<file path="src/rtl/mul_wb.sv">
// Multiplier writeback buffer: queues {rd, low word, overflow} and retires in order to the RF port.
// Push-to-write latency is 1 cycle with no bypass; the head holds while alu_we owns the port, and in_ready drops when full.
module mul_wb #(
    parameter int N     = 16,
    parameter int DEPTH = 2
) (
    input  logic                     clk,
    input  logic                     rst_n,
    input  logic                     in_valid,
    output logic                     in_ready,
    input  logic [2:0]               in_rd_addr,
    input  logic [N-1:0]             mul_rd,
    input  logic [N-1:0]             m_co,
    input  logic                     alu_we,
    input  logic                     clr_ovf,
    output logic                     rf_we,
    output logic [2:0]               rf_waddr,
    output logic [N-1:0]             rf_wdata,
    output logic                     ovf_flag,
    output logic [$clog2(DEPTH):0]   count
);

    localparam int PW = $clog2(DEPTH);
    localparam int CW = PW + 1;
    localparam logic [CW-1:0] DEPTH_C = CW'(DEPTH);

    typedef struct packed {
        logic [2:0]   addr;
        logic [N-1:0] data;
        logic         ovf;
    } entry_t;

    entry_t          mem [DEPTH];
    entry_t          head;
    logic [PW-1:0]   wr_ptr;
    logic [PW-1:0]   rd_ptr;
    logic            push;
    logic            pop;

    assign head     = mem[rd_ptr];
    assign in_ready = (count < DEPTH_C);
    assign push     = in_valid && in_ready;
    assign pop      = (count != '0) && !alu_we;

    // Address 0 still pops (and reports overflow) but never writes: r0 is hardwired.
    assign rf_we    = pop && (head.addr != 3'd0);
    assign rf_waddr = head.addr;
    assign rf_wdata = head.data;

    always_ff @(posedge clk) begin
        if (push) begin
            mem[wr_ptr] <= '{addr: in_rd_addr, data: mul_rd, ovf: |m_co};
        end
    end

    always_ff @(posedge clk or negedge rst_n) begin
        if (!rst_n) begin
            wr_ptr   <= '0;
            rd_ptr   <= '0;
            count    <= '0;
            ovf_flag <= 1'b0;
        end else begin
            if (push) begin
                wr_ptr <= wr_ptr + PW'(1);
            end
            if (pop) begin
                rd_ptr <= rd_ptr + PW'(1);
            end
            if (push && !pop) begin
                count <= count + CW'(1);
            end else if (pop && !push) begin
                count <= count - CW'(1);
            end
            // A retiring overflow beats a simultaneous clear.
            if (pop && head.ovf) begin
                ovf_flag <= 1'b1;
            end else if (clr_ovf) begin
                ovf_flag <= 1'b0;
            end
        end
    end

endmodule

</file>
<file path="config.mk">
export PLATFORM = sky130hd
export DESIGN_NAME = mul_wb
export DESIGN_NICKNAME = d
export VERILOG_FILES = /design/src/rtl/mul_wb.sv
export SDC_FILE = /design/constraint.sdc
export NUM_CORES = 1
export LEC_CHECK = 0
export CORE_ASPECT_RATIO = 2
export CORE_MARGIN = 1.5
export CORE_UTILIZATION = 60
export DETAILED_ROUTE_END_ITERATION = 10
export DONT_BUFFER_PORTS = 1
export HOLD_SLACK_MARGIN = 0.1
export PLACE_DENSITY = 0.79
export SYNTH_ARGS = -nofsm -noshare
export SYNTH_HDL_FRONTEND = slang
export SYNTH_SLANG_ARGS = --single-unit
</file>
<file path="constraint.sdc">
create_clock -name clk -period 2.8 [get_ports clk]
set_input_delay 0.42 -clock clk [delete_from_list [all_inputs] [get_ports clk]]
set_output_delay 0.42 -clock clk [all_outputs]
set_load 0.02 [all_outputs]
</file>
==> reports/qor.yml <==
fin_setup_tns_ps: 0
syn_avg_cell_area_um2: 19.6
overflow: 0
die_w_um: 40.9
synth_edf_count: 40
diodes: 0
drt-total-wl_mm: 2.62
powerDensity_nw_per_um2: 1060
holdCritPathClass: "in2reg"
drive_gt1_frac: 0.327
io_pins: 64
setup.worst_path.start_class: "flip-flop"
cts_tree: "done"
area_growth_syn_to_layout_pct: 8.72
first_pass_iters: 2
period_needed_ps: 2030
maxSlewHeadroom: 0.692
num_vias: 785
final_util: 0.684
leakage_nw: 0.636
fp-row-count: 27
htreeDepth: 2
use_met2: 0.308
cap_violations: 0
vdd_drop_max_mv: 0.706
seq_area_um2: 1330
multiInputGateArea_um2: 368
met3_usage: 0.0615
synth_cells: 88
reg2reg_to: "mem[1][10]"
cts-root-buf: "clkbuf_8"
nets: 138
synth_ff_type: "edfxtp_1"
path_max_fanout: 7
worst_pin_slew_ps: 461
critPathKind: "reg2out"
grt_use_total: 0.194
rsz0062_at_grt: "no"
fmax_mhz: 492
yosys_warnings: 0
drc: 0
drv_slew: 0
route.antenna.remaining_nets: 0
busiest_layer: "met2"
vias_per_cell: 6.18
port_buffers: 0
initial_core_util: 0.629
cts_sinks: 45
post_cts_buffers: 0
arrival_ps: 1610
clockBufferDepth: 2
grt_max_degree: 21
die_h_um: 78.8
holdPathEnd: "mem[1][14]"
grt_pass1_wl_mm: 3.94
path_clk_slew_ps: 80
outcome: "completed"
syn_nets: 129
synth_area_um2: 1720
coreArea_um2: 2740
ys_types: 18
cp.required_ps: 2380
grt_pass1_vias: 876
clk-insertion-delay-late_ps: 290
yosysSeqAreaShare: 0.770
async_reset_ff_frac: 0.111
wl_per_cell_um: 20.6
dieArea_um2: 3220
hold-path-cell-count: 0
routabilityCongestion: 0.644
skew_ps: 7.95
antenna_found_initial: 0
regToRegSetupSlack_ps: 990
numCtsBuffers: 5
worstReg2RegStart: "count[1]"
critical_path.endpoint_type: "output pin"
fin_crit_sh: 0.726
ys_ff_latch: 45
drtIter0Drc: 19
hp-start: "mul_rd[13]"
hold_viol_final: 0
nFillCells: 182
hpwl_mm: 1.86
setup_viol: 0
r2r_cells: 3
use_met1: 0.204
-- layer usage --
layer	vias to the layer above	wire length, µm
met1	375	783
met4	0	78
li1	356	-
met5	-	0
met3	6	260
met2	48	1500
-- how the worst max path moves through the flow --
stage | from | slack [ps] | cells past startpoint | endpoint
final | rd_ptr | 770 | 3 | rf_we
after global routing | rd_ptr | 710 | 3 | rf_we
after CTS | rd_ptr | 750 | 3 | rf_we
after global placement | count[1] | 1070 | 3 | mem[1][4]
after detailed placement | count[1] | 980 | 3 | mem[1][10]
after floorplan | count[1] | 720 | 2 | mem[0][0]
-- registers in the layout, summed over array words and instances, names as in the netlist --
signal and cells:
ovf_flag 1, wr_ptr 1, rd_ptr 1, mem 40, count 2
-- synth_stat cells, types with 2 or more instances --
master | number | area [µm²]
dfrtp_1 | 5 | 125
xnor2_1 | 3 | 26.3
buf_6 | 2 | 22.5
nor4_1 | 4 | 25.0
mux2_2 | 18 | 203
nor2_1 | 2 | 7.51
edfxtp_1 | 40 | 1200
inv_1 | 2 | 7.51
xor2_1 | 2 | 17.5
nor2b_1 | 2 | 12.5
-- cells by family after synthesis --
kind of cell | Yosys count | share of synthesized area
buffers and inverters | 4 | 0.0174
AOI/OAI and AO/OA | 2 | 0.00800
muxes | 20 | 0.132
adders and majority gates | 1 | 0.00727
DFF | 45 | 0.770
xor gates and xnor gates | 5 | 0.0254
and+or+nand+nor | 11 | 0.0392
-- through the flow --
stage	std cells	setup slack [ps]	total power [W]	area, µm²	hold WS, ps
global placement	118	1070	0.00157	1760	125
detailed placement	118	976	0.00159	1760	125
global route	127	709	0.00207	1870	200
finish	127	766	0.00198	1870	217
floorplan	88	719	0.00151	1720	124
CTS	127	752	0.00200	1870	213
-- critical path, stage by stage (launching register included) --
cell,delay (ps)
dfrtp_1,520
mux2_2,450
nor3_2,210
nor2_1,140
-- where the power goes --
group          internal, W  switching [W]  total (W)
combinational     0.000214       0.000366   0.000580
sequential        0.000889      0.0000989   0.000988
clock             0.000223       0.000193   0.000416
-- timing repair --
item | in CTS | in global routing
endpoints found under the hold margin | 5 | 0
gates resized for setup | 0 | 0
hold buffers | 1 | 0
-- cell type report --
cell class / instances / area share
repair buffers: 4 / 0.0174
inverters: 2 / 0.00401
clock inverters: 1 / 0.00267
flip-flops and latches: 45 / 0.709
multi-input cells: 39 / 0.197
well taps: 29 / 0.0194
clock buffers: 7 / 0.0515
-- layout by cell type, fill, tap and decap left out, drive strengths merged --
cell type | synthesis | routed
and2 | 1 | 1
buf | 2 | 3
clkbuf | 0 | 7
clkinv | 0 | 1
dfrtp | 5 | 5
dlygate4sd3 | 0 | 1
edfxtp | 40 | 40
ha | 1 | 1
inv | 2 | 2
mux2 | 19 | 19
mux2i | 1 | 1
nand4 | 1 | 1
nor2 | 2 | 2
nor2b | 2 | 2
nor3 | 1 | 1
nor4 | 4 | 4
o21bai | 1 | 1
o22ai | 1 | 1
xnor2 | 3 | 3
xor2 | 2 | 2
Note: power is estimated with default switching activity, not from simulation.
